[src/rtl/dsp_mac_pkg.sv]
// Shared constants for the DSP48A1 multiply-accumulate sequencer:
// slice field widths, opmode codes and the controller state encoding.
package dsp_mac_pkg;

  localparam int A_W = 18;
  localparam int M_W = 36;
  localparam int P_W = 48;

  // Z = C, X = M: load bias plus first product
  localparam logic [7:0] OPM_FIRST = 8'h0D;
  // Z = P, X = M: accumulate next product
  localparam logic [7:0] OPM_ACC   = 8'h09;
  // Z = P, X = 0: keep P unchanged
  localparam logic [7:0] OPM_HOLD  = 8'h08;
  // Slice idle
  localparam logic [7:0] OPM_ZERO  = 8'h00;

  typedef enum logic [1:0] {
    IDLE  = 2'd0,
    RUN   = 2'd1,
    DRAIN = 2'd2,
    DONE  = 2'd3
  } state_t;

endpackage

[src/rtl/dsp_opm_skew.sv]
// Fixed-depth opmode delay line; every stage resets to the idle opmode.
module dsp_opm_skew
  import dsp_mac_pkg::*;
#(
  parameter int DEPTH = 1
) (
  input  logic       clk,
  input  logic       rst_n,
  input  logic [7:0] din,
  output logic [7:0] dout
);

  logic [7:0] pipe [DEPTH];

  // Shift the opmode one stage per cycle
  always_ff @(posedge clk or negedge rst_n) begin
    if (!rst_n) begin
      for (int i = 0; i < DEPTH; i++) pipe[i] <= OPM_ZERO;
    end else begin
      pipe[0] <= din;
      for (int i = 1; i < DEPTH; i++) pipe[i] <= pipe[i-1];
    end
  end

  assign dout = pipe[DEPTH-1];

endmodule

[src/rtl/dsp_mac_sequencer.sv]
// Dot-product sequencer for one DSP48A1 slice. Streams operand pairs onto
// A/B, skews the matching opmode behind them, waits for the slice pipeline
// to drain and hands out P as a single result.
// Optional: DSP_MAC_CARRY_FLAG_EN adds a sticky 48-bit wraparound flag.
//
//   state | meaning
//   IDLE  | waiting for start with a non-zero length
//   RUN   | accepting operand pairs, issuing FIRST/ACC/HOLD
//   DRAIN | slice pipeline flushing, counting down LAT_P
//   DONE  | result held until res_ready
module dsp_mac_sequencer
  import dsp_mac_pkg::*;
#(
  parameter int LAT_P    = 3,
  parameter int OPM_SKEW = 1,
  parameter int LEN_W    = 8
) (
  input  logic             clk,
  input  logic             rst_n,
  input  logic             start,
  input  logic [LEN_W-1:0] len,
  input  logic [P_W-1:0]   c_init,
  input  logic             s_valid,
  output logic             s_ready,
  input  logic [A_W-1:0]   s_a,
  input  logic [A_W-1:0]   s_b,
  output logic [A_W-1:0]   dsp_a,
  output logic [A_W-1:0]   dsp_b,
  output logic [P_W-1:0]   dsp_c,
  output logic [7:0]       dsp_opmode,
  input  logic [P_W-1:0]   dsp_p,
  output logic             busy,
  output logic             res_valid,
  input  logic             res_ready,
  output logic [P_W-1:0]   res_data
`ifdef DSP_MAC_CARRY_FLAG_EN
  ,
  input  logic             dsp_carryout,
  output logic             res_carry
`endif
);

  localparam int DW = $clog2(LAT_P + 1);

  state_t           state;
  logic [LEN_W-1:0] remaining;
  logic [DW-1:0]    drain_cnt;
  logic             first;
  logic [7:0]       opm_in;

  // Opmode is registered here and delayed OPM_SKEW more cycles than A/B
  dsp_opm_skew #(.DEPTH(OPM_SKEW)) u_skew (
    .clk  (clk),
    .rst_n(rst_n),
    .din  (opm_in),
    .dout (dsp_opmode)
  );

  // Job sequencing FSM with registered stream, slice and result outputs
  always_ff @(posedge clk or negedge rst_n) begin
    if (!rst_n) begin
      state     <= IDLE;
      s_ready   <= 1'b0;
      busy      <= 1'b0;
      res_valid <= 1'b0;
      res_data  <= '0;
      dsp_a     <= '0;
      dsp_b     <= '0;
      dsp_c     <= '0;
      opm_in    <= OPM_ZERO;
      remaining <= '0;
      drain_cnt <= '0;
      first     <= 1'b0;
    end else begin
      case (state)
        IDLE: begin
          opm_in <= OPM_ZERO;
          if (start && len != '0) begin
            remaining <= len;
            dsp_c     <= c_init;
            first     <= 1'b1;
            s_ready   <= 1'b1;
            busy      <= 1'b1;
            state     <= RUN;
          end
        end
        RUN: begin
          if (s_valid && s_ready) begin
            dsp_a     <= s_a;
            dsp_b     <= s_b;
            opm_in    <= first ? OPM_FIRST : OPM_ACC;
            first     <= 1'b0;
            remaining <= remaining - LEN_W'(1);
            if (remaining == LEN_W'(1)) begin
              s_ready   <= 1'b0;
              drain_cnt <= DW'(LAT_P);
              state     <= DRAIN;
            end
          end else begin
            opm_in <= OPM_HOLD;
          end
        end
        DRAIN: begin
          opm_in <= OPM_HOLD;
          if (drain_cnt == '0) begin
            res_data  <= dsp_p;
            res_valid <= 1'b1;
            state     <= DONE;
          end else begin
            drain_cnt <= drain_cnt - DW'(1);
          end
        end
        DONE: begin
          opm_in <= OPM_HOLD;
          if (res_ready) begin
            res_valid <= 1'b0;
            busy      <= 1'b0;
            state     <= IDLE;
          end
        end
        default: state <= IDLE;
      endcase
    end
  end

`ifdef DSP_MAC_CARRY_FLAG_EN
  // The slice reports carryout alongside P, LAT_P-OPM_SKEW after dsp_opmode
  logic [7:0] opm_late;
  logic       carry_sticky;
  logic       carry_hit;

  dsp_opm_skew #(.DEPTH(LAT_P - OPM_SKEW)) u_late (
    .clk  (clk),
    .rst_n(rst_n),
    .din  (dsp_opmode),
    .dout (opm_late)
  );

  assign carry_hit = dsp_carryout && (opm_late == OPM_FIRST || opm_late == OPM_ACC);

  // Sticky wraparound flag, captured together with res_data
  always_ff @(posedge clk or negedge rst_n) begin
    if (!rst_n) begin
      carry_sticky <= 1'b0;
      res_carry    <= 1'b0;
    end else begin
      if (state == IDLE && start && len != '0) carry_sticky <= 1'b0;
      else if (carry_hit)                      carry_sticky <= 1'b1;
      if (state == DRAIN && drain_cnt == '0)   res_carry <= carry_sticky | carry_hit;
    end
  end
`endif

endmodule
[config.mk]
export PLATFORM = sky130hd
export DESIGN_NAME = dsp_mac_sequencer
export DESIGN_NICKNAME = d
export VERILOG_FILES = /design/src/rtl/dsp_mac_pkg.sv /design/src/rtl/dsp_opm_skew.sv /design/src/rtl/dsp_mac_sequencer.sv
export SDC_FILE = /design/constraint.sdc
export NUM_CORES = 1
export LEC_CHECK = 0
export CAP_MARGIN = 20
export CORE_AREA = 2 2 133 135
export DETAILED_ROUTE_END_ITERATION = 6
export DIE_AREA = 0 0 135 137
export GPL_ROUTABILITY_DRIVEN = 1
export GPL_TIMING_DRIVEN = 0
export PLACE_DENSITY = 0.76
export SETUP_SLACK_MARGIN = 0.4
export SYNTH_ARGS = -nofsm -noshare
export SYNTH_HDL_FRONTEND = slang
export SYNTH_SLANG_ARGS = --single-unit
[constraint.sdc]
create_clock -name clk -period 1.8 [get_ports clk]
set_input_delay 0.36 -clock clk [delete_from_list [all_inputs] [get_ports clk]]
set_output_delay 0.36 -clock clk [all_outputs]
set_load 0.02 [all_outputs]
==> reports/qor.csv, run 1 <==
metric,value,unit
number of synthesized flops with an enable pin,0,
die height,137,um
routability cong.,0.824,
area grow syn2layout,72.5,%
Synth top area share,60.9,%
Tot GR Track Use,21.1,%
CTS buffer count,17,
io pins,288,
post-DP HPWL,13500,um
Final Max Slew Viols,0,
"FF+latch count, synth",154,
Avg Inst Size Synth,12.1,um2
Placement Cell Area,9860,um2
CP required,2.13,ns
Max IR drop VDD,1.00,mV
post-synth top area cell,dfrtp_1,
TritonCTS Sinks,154,
share of post-route cells with drive strength above 1,46.7,%
Port Buffers,282,
LEAKAGE,0.00542,uW
Slowest Stage Delay on Critical Path,0.47,ns
yosys synthesis warning count,0,
startpoint types,flop,
status,finished with violations,
DRC Markers,0,
Top Usage Layer GRT,met2,
starting density of the core,37.1,%
Tmin final,1.73,ns
clk_lat worst skew,0.41,ns
grt met1 use,26.0,%
Initial DRT Pass Iterations,4,
RSZ-0062 raised after global routing,yes,
Max Fclk,579,MHz
clk_skew,0.0107,ns
Synth area leaders,"dfrtp_1 (61%), mux2_2 (15%), nand2_1 (9.1%)",
largest net degree at the start of global routing,94,
"Primary FF master, synth",dfrtp_1,
vias in the first global route,5402,
Place WS,-0.353,ns
first-pass GRT wire length,29900,um
final worst setup slack,0.0716,ns
Worst Hold Class,in -> async,
"reg-to-reg slack, setup",0.07,ns
Nets,1027,
FP Rows,48,
Critical Setup Path Class,reg -> reg,
largest buffer count on any clock path,2,
CP endpoint,s_ready,
cell area after layout,10900,um2
Post-Route WL,20300,um
routed len/inst,18.3,um
Worst Reg-to-Reg Cells,9,
fin cells,1112,
worst flop-to-flop path endpoint,s_ready,
GRT overflow,0,
routed via count,5283,
vias per inst,4.75,
final hold viol count,61,
cell count after placement,1034,
worst-margin pin slew,0.610,ns
most frequent cells after synthesis,"dfrtp_1 (154), nand2_1 (153), mux2_2 (84)",
# setup viols final,0,
Yosys cell types,50,
core area,17100,um2
slowest CP cell,dfrtp_2,
# fillers,1364,
crit path cell chain,inv_4 > ha_4 > nand2_4 > buf_4 > a21oi_4 > buf_12 > buf_8 > a21oi_1 > a31oi_1,
die width,135,um
Die Area,18500,um2
register area share after synthesis,60.9,%
violations in the final reports,negative hold slack,
post-synthesis async set-or-reset flop share,100,%
cell with the most instances after synthesis,dfrtp_1,
Rel. slew slack,59.3,%
worst hold slack,-0.0669,ns
Inserted Diodes,0,
CTS tree,done,
GR Util met3,4.48,%
# Max-Cap Violations,0,
Critical Path Source,state[0],
"CTS clk-pin slew, worst paths",0.06,ns
Pwr Total,19900,uW
H-tree depth,4,
Cells after Synth,522,
Worst EP arrival,2.06,ns
PD cells,1820,nW/um2
worst reg2reg startpoint,state[0],
final period utilization,96.0,%
Worst setup EP type,flop,
Root Buffer Master,clkbuf_16,
crit-path max FO,9,
post-route ant nets,0,
1st-iter DRT viols,185,
initial antenna violation count,0,
met2 usage,36.9,%
mapped cell area,6330,um2
[layout make-up]
class / count / area, um2 / area share, %
inverters: 11 / 48.8 / 0.447
well taps: 225 / 282 / 2.58
plain buffers: 29 / 420 / 3.85
flip-flops and latches: 154 / 3860 / 35.4
repair buffers: 330 / 2880 / 26.4
clock buffers: 19 / 453 / 4.15
clock inverters: 12 / 125 / 1.15
multi-input cells: 332 / 2850 / 26.1
[cells by family after synthesis]
group	share of synthesized area (%)
AND/OR/NAND/NOR	13.2
adder cells (fa/ha/maj)	1.38
flip-flops	60.9
multiplexers	15.2
other	0.0593
buffers and inverters	3.36
AO/OA/AOI/OAI	5.93
[timing repair]
action / CTS / global route
buffers inserted: 26 / 5
pin swaps: 46 / 8
cloned: 11 / 5
gates resized for setup: 636 / 76
hold endpoints to repair: 61 / 61
setup endpoints to repair: 287 / 153
[registers in the layout (all words and copies together) (netlist names)]
signal	count
dsp_c	48
res_data	48
dsp_a	18
dsp_b	18
remaining	8
opm_in	3
u_skew.dout	3
drain_cnt	2
state	2
busy	1
first	1
res_valid	1
s_ready	1
[power by group]
| group | internal (uW) | total, uW | switching [uW] |
|---|---|---|---|
| logic | 4970 | 10200 | 5200 |
| registers | 5160 | 6220 | 1060 |
| clock network | 2100 | 3520 | 1420 |
[metal layers]
| layer | part of all wire, % | wire (um) |
|---|---|---|
| met2 | 53 | 10800 |
| met4 | 1.8 | 363 |
| met3 | 5.2 | 1050 |
| met1 | 40 | 8130 |
| met5 | 0 | 0 |
[how the worst min path moves through the flow]
stage / from / to / slack (ns) / cells after the start
final: rst_n / res_data[28] / -0.07 / 1
after global routing: rst_n / res_data[28] / -0.04 / 1
after CTS: rst_n / res_data[28] / -0.06 / 1
after detailed placement: opm_in[2] / u_skew.dout[2] / 0.33 / 0
after global placement: opm_in[2] / u_skew.dout[2] / 0.34 / 0
after floorplan: rst_n / busy / 0.06 / 0
[per-stage QoR]
stage	setup TNS [ns]	utilization [%]
2_1_floorplan	0	-
3_3_place_gp	-941.50	57.7
3_5_place_dp	-15.46	57.8
4_1_cts	0	61.5
5_1_grt	-0.0364	64.0
6_report	0	64.0
[critical path: cells and delay by family (launching register included)]
family / cells / cell delay (ns)
flip-flops: 1 / 0.47
AND/OR/NAND/NOR: 1 / 0.06
AO/OA/AOI/OAI: 3 / 0.38
buffers and inverters: 4 / 0.53
adder cells (fa/ha/maj): 1 / 0.20
[cell usage in the layout (no fill, tap or decap), types with 7 or more instances in the layout]
cell type / netlist / layout
mux2_4: 1 / 72
buf_8: 0 / 10
a21oi_1: 10 / 7
buf_16: 0 / 9
mux2_2: 84 / 13
dfrtp_1: 154 / 150
dlygate4sd2_1: 0 / 8
buf_4: 9 / 29
nand2_1: 153 / 120
buf_2: 11 / 134
nor2_1: 8 / 7
buf_12: 0 / 14
nand2_2: 0 / 30
clkbuf_16: 0 / 22
buf_6: 2 / 8
clkdlybuf4s50_1: 0 / 134
No activity file was read; power rests on OpenSTA's default activity.
==> run 2, diff against run 1 <==
--- a/config.mk
+++ b/config.mk
@@ -7,6 +7,7 @@
 export LEC_CHECK = 0
 export CAP_MARGIN = 20
 export CORE_AREA = 2 2 133 135
+export CTS_CLUSTER_DIAMETER = 200
 export DETAILED_ROUTE_END_ITERATION = 6
 export DIE_AREA = 0 0 135 137
 export GPL_ROUTABILITY_DRIVEN = 1
==> constraint.sdc (replaced) <==
create_clock -name clk -period 1.4 [get_ports clk]
set_input_delay 0.28 -clock clk [delete_from_list [all_inputs] [get_ports clk]]
set_output_delay 0.28 -clock clk [all_outputs]
set_load 0.02 [all_outputs]
==> run 2 against run 1 <==
The run ends with negative hold slack, negative setup slack left. Worst setup slack got worse by 0.48 ns. Hold slack got worse by 0.021 ns. Combinational power is 76% higher. Die area did not move. Sequential share of layout area shrank 5.1 points.
==> reports/qor.csv, run 2 (synthesized netlist as in run 1, its figures left out) <==
metric,value,unit
CP required,1.71,ns
share of post-route cells with drive strength above 1,55.2,%
most frequent cells in the layout,"buf_6 (157), dfrtp_1 (150), clkdlybuf4s50_1 (142)",
io pins,288,
Tmin final,1.81,ns
Rel. slew slack,45.8,%
DRC Markers,0,
post-route ant nets,0,
routability cong.,0.826,
worst hold slack,-0.0880,ns
largest net degree at the start of global routing,86,
GRT overflow,0,
startpoint types,flop,
Max IR drop VDD,1.20,mV
family with the most delay on the worst path,compound AO/OA/AOI/OAI gates,
Inserted Diodes,0,
# Max-Cap Violations,0,
Worst Hold Class,in -> async,
"commonest non-fill, non-tap cell in the layout",buf_6,
LEAKAGE,0.00623,uW
initial antenna violation count,0,
Die Area,18500,um2
Initial DRT Pass Iterations,4,
Port Buffers,282,
core area,17100,um2
crit path cell chain,inv_4 > ha_4 > buf_8 > nand3_4 > a2bb2oi_4 > buf_6 > a31oi_1 > a311o_1,
Place WS,-0.736,ns
FP Rows,48,
slowest CP cell,dfrtp_2,
worst-margin pin slew,0.813,ns
# setup viols final,149,
Worst setup EP type,flop,
"reg-to-reg slack, setup",-0.41,ns
violations in the final reports,"negative hold slack, negative setup slack",
RSZ-0062 raised after global routing,yes,
Post-Route WL,23500,um
clk_lat worst skew,0.42,ns
TNS Setup,-31.16,ns
starting density of the core,37.1,%
H-tree depth,4,
routed via count,5847,
1st-iter DRT viols,262,
area grow syn2layout,101,%
worst flop-to-flop path endpoint,remaining[3],
Nets,1132,
routed len/inst,19.3,um
"Core Util, Final",74.7,%
Critical Setup Path Class,reg -> reg,
biggest regs,"dsp_c x48, res_data x48",
status,finished with violations,
Pwr Total,31000,uW
die width,135,um
final hold viol count,84,
Reg area,3860,um2
Worst EP arrival,2.12,ns
vias per inst,4.80,
"CTS clk-pin slew, worst paths",0.06,ns
Tot GR Track Use,21.8,%
worst reg2reg startpoint,state[1],
PD cells,2430,nW/um2
final worst setup slack,-0.409,ns
final period utilization,129,%
WP buf/inv,3,
# fillers,1040,
crit-path max FO,5,
TritonCTS Sinks,154,
die height,137,um
CTS tree,done,
Final Max Slew Viols,0,
largest buffer count on any clock path,2,
first-pass GRT wire length,30400,um
Worst Reg-to-Reg Cells,8,
Slowest Stage Delay on Critical Path,0.46,ns
Max Fclk,553,MHz
post-DP HPWL,13800,um
CTS buffer count,17,
clk_skew,0.00736,ns
vias in the first global route,5537,
area taken by multi-input logic gates,2970,um2
Root Buffer Master,clkbuf_16,
## run 2: changes by cell type in the layout (fill, tap and decap cells not counted), sizes merged
cell / change
dlymetal6s2s: -1
clkbuf: +4
bufbuf: -1
inv: +1
buf: +101
clkinv: -2
clkdlybuf4s50: +8
clkinvlp: +1
dlygate4sd2: -6
## run 2: report_power, final
part           total, uW  internal [uW]  switching (uW)
Clock               4480           2650            1830
Combinational      18000          10400            7580
Sequential          8490           6650            1840
Total              31000          19700           11300
## run 2: per-layer routing
layer / track usage, % / part of all wire (%)
met2: 38.6 / 54
met5: 0 / 0
met3: 5.93 / 5.5
met1: 25.0 / 37
met4: 9.14 / 3.4
## run 2: layout make-up
cell class,instances,share of cell area (%)
plain buffers,29,3.33
clock buffers,19,3.48
clock inverters,12,0.973
inverters,11,0.422
multi-input cells,332,23.4
flip-flops and latches,154,30.3
well taps,225,2.21
repair buffers,435,35.9
## run 2: worst max path at each step
| stage | slack [ns] | from | to | cells past startpoint |
|---|---|---|---|---|
| 2_1_floorplan | -0.24 | remaining[1] | state[1] | 6 |
| 3_3_place_gp | -6.34 | rst_n | res_data[35] | 1 |
| 3_5_place_dp | -0.74 | len[5] | remaining[7] | 7 |
| 4_1_cts | -0.35 | remaining[1] | state[1] | 6 |
| 5_1_grt | -0.48 | state[1] | remaining[3] | 8 |
| 6_report | -0.41 | state[1] | remaining[3] | 8 |
## run 2: timing repair
item                                   4_1_cts  5_1_grt
endpoints found under the hold margin       84       36
pin swaps                                   20       70
setup buffers                               72       62
gates resized for setup                    884      101
setup endpoints to repair                  289      288
gates cloned                                 8       10
## run 2: stage by stage
step                area (um2)  cells
global route             12700   1217
global placement          9990   1033
floorplan                 6890    526
detailed placement       10000   1034
finish                   12700   1217
CTS                      11700   1145
